[config.mk]
export PLATFORM = sky130hd
export DESIGN_NAME = bcd_disp_mux
export DESIGN_NICKNAME = d
export VERILOG_FILES = /design/src/rtl/bcd_disp_pkg.sv /design/src/rtl/bcd_to_sseg.sv /design/src/rtl/bcd_disp_mux.sv
export SDC_FILE = /design/constraint.sdc
export NUM_CORES = 1
export LEC_CHECK = 0
export CORE_AREA = 2 2 84 86
export DETAILED_ROUTE_END_ITERATION = 16
export DIE_AREA = 0 0 86 88
export PLACE_DENSITY_LB_ADDON = 0.08
export REMOVE_ABC_BUFFERS = 1
export SYNTH_ARGS = -nofsm -noshare
export SYNTH_HDL_FRONTEND = slang
export SYNTH_SLANG_ARGS = --single-unit
[constraint.sdc]
create_clock -name clk -period 2.3 [get_ports clk]
set_clock_uncertainty 0.2 [all_clocks]
set_input_delay 0.46 -clock clk [delete_from_list [all_inputs] [get_ports clk]]
set_output_delay 0.46 -clock clk [all_outputs]
set_load 0.01 [all_outputs]
[src/rtl/bcd_disp_pkg.sv]
// Shared constants and types for the four-digit seven-segment scan driver.
// Segment patterns are active-low {g,f,e,d,c,b,a}; anodes are active-low.
package bcd_disp_pkg;

  localparam logic [6:0] SEG_0    = 7'b1000000;
  localparam logic [6:0] SEG_1    = 7'b1111001;
  localparam logic [6:0] SEG_2    = 7'b0100100;
  localparam logic [6:0] SEG_3    = 7'b0110000;
  localparam logic [6:0] SEG_4    = 7'b0011001;
  localparam logic [6:0] SEG_5    = 7'b0010010;
  localparam logic [6:0] SEG_6    = 7'b0000010;
  localparam logic [6:0] SEG_7    = 7'b1111000;
  localparam logic [6:0] SEG_8    = 7'b0000000;
  localparam logic [6:0] SEG_9    = 7'b0010000;
  localparam logic [6:0] SEG_DASH = 7'b0111111;

  localparam logic [7:0] SEG_OFF  = 8'hFF;
  localparam logic [3:0] AN_OFF   = 4'b1111;

  typedef enum logic [1:0] {
    DIG_ONES     = 2'd0,
    DIG_TENS     = 2'd1,
    DIG_HUNDREDS = 2'd2,
    DIG_OVF      = 2'd3
  } digit_t;

  typedef struct packed {
    logic        ovf;
    logic [11:0] bcd;
  } shadow_t;

  function automatic logic [3:0] an_onehot(input digit_t d);
    return ~(4'b0001 << d);
  endfunction

endpackage

[src/rtl/bcd_to_sseg.sv]
// BCD nibble to active-low seven-segment pattern; A-F show a dash.
// Ports: nibble (4b in), seg (7b out, {g,f,e,d,c,b,a}).
module bcd_to_sseg
  import bcd_disp_pkg::*;
(
  input  logic [3:0] nibble,
  output logic [6:0] seg
);

  always_comb begin
    seg = SEG_DASH;
    unique case (nibble)
      4'd0:    seg = SEG_0;
      4'd1:    seg = SEG_1;
      4'd2:    seg = SEG_2;
      4'd3:    seg = SEG_3;
      4'd4:    seg = SEG_4;
      4'd5:    seg = SEG_5;
      4'd6:    seg = SEG_6;
      4'd7:    seg = SEG_7;
      4'd8:    seg = SEG_8;
      4'd9:    seg = SEG_9;
      default: seg = SEG_DASH;
    endcase
  end

endmodule

[src/rtl/bcd_disp_mux.sv]
// Four-digit multiplexed seven-segment driver for a 3-digit BCD value
// plus overflow "1". Ports: clk, reset_n (async low), bcd[11:0], ovf, en,
// an[3:0], sseg[7:0]. Macro BCD_DISP_LZB_EN enables leading-zero blanking.
module bcd_disp_mux
  import bcd_disp_pkg::*;
#(
  parameter int N = 18
) (
  input  logic        clk,
  input  logic        reset_n,
  input  logic [11:0] bcd,
  input  logic        ovf,
  input  logic        en,
  output logic [3:0]  an,
  output logic [7:0]  sseg
);

  logic [N-1:0] q;
  shadow_t      sh;
  digit_t       sel;
  logic [3:0]   nib;
  logic [6:0]   seg;
  logic         blank_h;
  logic         blank_t;
  logic [3:0]   an_d;
  logic [7:0]   sseg_d;

  assign sel = digit_t'(q[N-1:N-2]);

  always_comb begin
    nib = sh.bcd[3:0];
    unique case (sel)
      DIG_ONES:     nib = sh.bcd[3:0];
      DIG_TENS:     nib = sh.bcd[7:4];
      DIG_HUNDREDS: nib = sh.bcd[11:8];
      DIG_OVF:      nib = sh.bcd[3:0];
    endcase
  end

  bcd_to_sseg u_dec (
    .nibble (nib),
    .seg    (seg)
  );

`ifdef BCD_DISP_LZB_EN
  // An overflowed value is 1xxx, so none of its digits are leading.
  assign blank_h = !sh.ovf && (sh.bcd[11:8] == 4'd0);
  assign blank_t = blank_h && (sh.bcd[7:4] == 4'd0);
`else
  assign blank_h = 1'b0;
  assign blank_t = 1'b0;
`endif

  always_comb begin
    an_d   = AN_OFF;
    sseg_d = SEG_OFF;
    unique case (sel)
      DIG_ONES: begin
        an_d   = an_onehot(sel);
        sseg_d = {1'b1, seg};
      end
      DIG_TENS: begin
        if (!blank_t) begin
          an_d   = an_onehot(sel);
          sseg_d = {1'b1, seg};
        end
      end
      DIG_HUNDREDS: begin
        if (!blank_h) begin
          an_d   = an_onehot(sel);
          sseg_d = {1'b1, seg};
        end
      end
      DIG_OVF: begin
        if (sh.ovf) begin
          an_d   = an_onehot(sel);
          sseg_d = {1'b1, SEG_1};
        end
      end
    endcase
    // Disable gates anodes only; segments keep decoding.
    if (!en) an_d = AN_OFF;
  end

  always_ff @(posedge clk or negedge reset_n) begin
    if (!reset_n) begin
      q    <= '0;
      sh   <= '0;
      an   <= AN_OFF;
      sseg <= SEG_OFF;
    end else begin
      q    <= q + 1'b1;
      an   <= an_d;
      sseg <= sseg_d;
      // Capture on the last cycle of the frame so a frame never tears.
      if (q == {N{1'b1}}) begin
        sh.ovf <= ovf;
        sh.bcd <= bcd;
      end
    end
  end

endmodule
## Word level (Yosys, flattened, before mapping)

Memory sizes are Yosys's and may differ from the RTL's.
Index checks and enable logic that the tools add are counted.

- Register bits after elaboration: 43
- Memory bits (read-only): 112
- Output and inout bits: 12
- Input port bits: 16
- Memories kept: 1

- Mux-type cells: 6
- Shifts and indexed selects: 1
- Add/subtract/negate cells: 1
- Eq/ne operators: 4
- Reductions and logical operators: 3
- Bitwise gates (word level): 1

Memories:

| memory | words | width | rd ports | clocked after Yosys merged registers in | wr ports | line | source |
|---|---|---|---|---|---|---|---|
| (no name shown) | 16 | 7 | 1 | 0 | 0 | bcd_to_sseg.sv:12 | `unique case (nibble)` |

Operators with widths:

| kind | number |
|---|---|
| 18-bit by 1-bit adder with 18-bit output (second input constant) | 1 |
| 18-bit == test (second input constant) | 1 |
| 8-bit case mux with 2 select lines | 1 |
| 4-bit case mux with 3 select lines | 1 |
| 4-bit 2-to-1 mux | 2 |
| 4-bit case mux with 2 select lines | 1 |
| 2-bit == test (second input constant) | 2 |
| 4-bit inverter | 1 |
| 1-bit by 2-bit left shift with 4-bit output (first input constant) | 1 |
| 3-bit 2-to-1 mux | 1 |
| 3-bit OR reduction | 1 |
| 2-bit by 1-bit == test with 1-bit output (second input constant) | 1 |
| 2-bit zero test | 1 |
| 2-bit OR reduction | 1 |

## Longest topological paths before layout

- Depth after elaboration: 5
- Mapped depth: 8
- Depth with buffers taken out: 8

## Cells and area by module

A second synthesis with hierarchy kept.

- Cell total of the unflattened synthesis: 170
- Area, all modules: 2045.7 um^2

By module, submodules not included:

| module | cells an instance | area an instance (um^2) | times used |
|---|---|---|---|
| bcd_disp_mux | 139 | 1805.5 | 1 |
| bcd_to_sseg | 31 | 240.2 | 1 |

## Worst setup path after synthesis

Ideal clock, no wire load.

- Path type: register to register
- Start point: register q[16]
- End point: register sseg[1]
- Arrival time: 1.876 ns
- Period minus slack after synthesis: 2.158 ns
- Required time: 2.018 ns
- Buffers on the path: 0
- Path slack: 0.142 ns
- Stages on the path, launching flop included: 9
- Cell sequence: dfrtp_1 > inv_1 > ha_1 > nand2b_1 > a31oi_1 > inv_1 > ha_1 > o21ai_0 > a22oi_1

- Word-level cells in the longest chain between the ends: 5
- Elaborated cells on any way between the ends: 9
- Classes of those cells: 3 x eq/ne; 2 x mux; 3 x reduce/logical; 1 x memory

RTL lines:

| what | line | source |
|---|---|---|
| start, declared | bcd_disp_mux.sv:18 | `logic [N-1:0] q;` |
| start signal, assigned | bcd_disp_mux.sv:92 | `q <= q + 1'b1;` |
| 2-bit == test or 2-bit zero test (tied branches) | bcd_disp_mux.sv:32, bcd_disp_mux.sv:57 |  |
| 2-bit OR reduction (no source line) | -- |  |
| 4-bit case mux with 3 select lines | bcd_disp_mux.sv:32 | `unique case (sel)` |
| memory read 16 x 7 bit | -- |  |
| 8-bit case mux with 2 select lines * | bcd_disp_mux.sv:57 | `unique case (sel)` |
| named net sseg_d[1] | bcd_disp_mux.sv:26 | `logic [7:0] sseg_d;` |
| end signal, assigned | bcd_disp_mux.sv:94 | `sseg <= sseg_d;` |
| end, declared | bcd_disp_mux.sv:15 | `output logic [7:0] sseg` |

Mark *: on every way through the listed nets, which the timed path passes. The rest lies on a longest branch. The select of a mux whose other input is x is not followed.
A chain may end at the register's enable or synchronous reset.

## Worst setup path in the final report

- Start point: register q[17]
- End point: register sseg[2]

The elaborated chain is that of the path after synthesis.

==> out/metrics.csv <==
stage;metric;value;unit
outcome;outcome;complete, no violations;
global_routing;met1 usage;12.74;%
place;placed inst area;0.002326;mm2
global_routing;M2 GR Usage;18.18;%
global_routing;global-route wire length before repair;6.223;mm
cells_and_area;Storage cell area;0.001066;mm2
place;post-DP HPWL;2.711;mm
cells_and_area;Area Growth Syn to Fin;25.96;%
global_routing;gr usage total;10.87;%
synthesis;Post-Syn Area;0.001952;mm2
cells_and_area;area of the multi-input gates;837.1;um2
cells_and_area;nets@finish;220;
timing;Tightest Pin Transition;0.5578;ns
timing;period utilization;90.61;%
global_routing;busiest grt layer;met2;
routing;vias after detailed routing;1258;
global_routing;final global-route overflow total;0;
setup_path;kind of critical path;reg -> reg;
synthesis;Synth Instances;158;
routing;Vias/cell;4.558;
place;Port Buffer Count;26;
floorplanning;die width;86;um
setup_path;Startpoint Class;flip-flop;
global_routing;antenna violations before repair;0;
global_routing;global-route track usage on met3;3.393;%
worst_hold_path;hold path cells;1;
setup_path;cells on worst reg2reg path;8;
routing;first-pass detailed-route iteration total;4;
cells_and_area;fin util;37.01;%
synthesis;Primary FF master, synth;dfrtp_1;
clock_network;Root Driver;clkbuf_8;
place;Placer Congestion;0.8261;
clock_network;clock latency on the worst-skew pair;0.30;ns
flow_run;maxcap violations;0;
global_routing;number of global-route vias before repair;1302;
synthesis;Distinct cells, synth;33;
power;Peak VDD IR;0.0002529;V
routing;final wirelength;3.569;mm
clock_network;CTS sink cnt;42;
synthesis;Post-Syn Area per Cell;12.35;um2
timing;Rel. slew slack;62.53;%
timing;minimum clock period;2.084;ns
synthesis;FFs w/ async S/R, synth;100.0;%
timing;TNS Setup;0;ns
routing;DRT iter0 DRCs;20;
timing;RSZ-0062 raised after global routing;false;
setup_path;critical path endpoint category;flip-flop;
synthesis;cell type with the largest total area after synthesis;dfrtp_1;
timing;# setup viols final;0;
setup_path;Critical Path AT;2.10;ns
timing;final hold violation count;0;
routing;antenna viol nets, final;0;
setup_path;Crit Path Max Fanout;6;
cells_and_area;fill count;649;
floorplanning;Initial Util;29.38;%
setup_path;Critical Path RT;2.31;ns
clock_network;CTS max path bufs;2;
clock_network;CTS tree;yes;
synthesis;Synth top area share;39.74;%
floorplanning;Row Count;30;
power;PD cells;597.7;mW/mm2
timing;worst setup margin;0.2160;ns
cells_and_area;fin area;0.002459;mm2
timing;Max Slew Vio Count;0;
power;Leakage;1.122;nW
synthesis;sequential-to-total area share from yosys stat;54.55;%
worst_hold_path;Hold Crit Class;reg -> reg;
place;Placed Instances;265;
place;Setup WS pre-CTS;0.1209;ns
timing;upper clock frequency limit;479.8;MHz
clock_network;H-tree levels;2;
cells_and_area;Final Non-Filler Cells;276;
synthesis;Syn. warnings;0;
cells_and_area;diode count;0;
routing;drt drc;0;
synthesis;#FFs+latches synth;42;
synthesis;EDFF count, synth;0;
cells_and_area;share of layout cells above drive strength 1;22.45;%
floorplanning;die area;0.007568;mm2
synthesis;main area contributors after synthesis;dfrtp_1, dfstp_2, mux2_4;
routing;Routed WL per cell;12.93;um
floorplanning;chip height;88;um
global_routing;largest net degree at the start of global routing;23;
floorplanning;boundary pin count;28;
clock_network;Inserted Clock Buffers;5;
clock_network;Clock Pin Slew Worst Setup and Hold Paths;0.07;ns
floorplanning;Core Region;0.006644;mm2
## final cells by class
class | instances | share of cell area [%]
sequential | 42 | 43.36
multi-input combinational | 106 | 34.05
timing repair buffer | 33 | 13.13
tap | 80 | 4.071
clock buffer | 7 | 3.104
clock inverter | 1 | 1.221
inverter | 7 | 1.069
## critical path, cell delays in order (launching register included)
cell,delay [ns]
dfrtp_1,0.39
inv_1,0.09
ha_1,0.30
nand2b_1,0.15
a31o_2,0.28
inv_1,0.16
ha_1,0.19
a31oi_1,0.08
a22oi_1,0.17
## sequential cells by signal, summed over array words and instances (netlist names)
signal	cells
sh	13
q	18
an	4
sseg	7
## per-stage QoR
stage	total power, mW	hold WS, ns
global placement	0.9175	0.2541
floorplan	0.8407	-0.03559
finish	1.470	0.2790
global route	1.552	0.2954
CTS	1.497	0.2763
detailed placement	0.9187	0.2588
## Yosys cell counts, types with 2 or more instances
master	instances
a21o_1	2
a21oi_1	3
a22oi_1	2
a31o_2	3
a31oi_1	4
and3_1	2
dfrtp_1	31
dfstp_2	11
ha_1	9
inv_1	7
mux2_2	3
mux2_4	10
nand2_1	12
nand2b_1	4
nand3_1	11
nand4_1	3
nor2_1	5
nor2b_1	4
nor3_1	2
o21ai_0	3
xnor2_1	10
xor2_1	6
## layer usage
metal | up-vias | share of wire (%)
met2 | 27 | 47
met1 | 607 | 46
met5 | - | 0
met4 | 0 | 2.0
li1 | 617 | -
met3 | 7 | 4.8
## power breakdown
| group | total (mW) | internal [mW] | switching [mW] | leakage (nW) |
|---|---|---|---|---|
| Clock | 0.566 | 0.325 | 0.241 | 0.0524 |
| Sequential | 0.779 | 0.768 | 0.0104 | 0.503 |
| Combinational | 0.125 | 0.0722 | 0.0525 | 0.567 |
| Total | 1.47 | 1.17 | 0.304 | 1.12 |
## what timing repair did
item	CTS	global route
endpoints found under the setup margin	0	3
endpoints found under the hold margin	9	0
setup buffers	0	2
gates resized for setup	0	1
hold buffers	1	0
## worst paths after layout
path | start | endpoint | slack [ns]
worst max-delay path | q[17] | sseg[2] | 0.22
worst max register to register | q[17] | sseg[2] | 0.22
worst min-delay path | q[9] | q[9] | 0.28
min in group asynchronous | reset_n | sh[12] | 0.47
worst min register to register | q[9] | q[9] | 0.28
max in group asynchronous | reset_n | sh[9] | 0.95
## logic make-up after synthesis
kind of cell | share of synthesized area [%]
AOI/OAI and AO/OA | 6.859
xor gates and xnor gates | 7.179
adders and majority gates | 5.769
buffers and inverters | 2.564
DFF | 54.55
muxes | 9.423
other | 0.1921
and+or+nand+nor | 13.46
## layout by cell type, fill, tap and decap left out, drive strengths merged, types with 3 or more instances in the layout
master / n
dfrtp: 31
clkdlybuf4s50: 25
nand3: 13
mux2: 13
nand2: 12
dfstp: 11
xnor2: 10
ha: 9
inv: 7
clkbuf: 7
buf: 7
xor2: 6
nor2: 5
nand2b: 4
nor2b: 4
a31oi: 4
nand4: 3
a31o: 3
a21oi: 3
o21ai: 3
nor3: 3
Power figures use the tool's default switching activity.
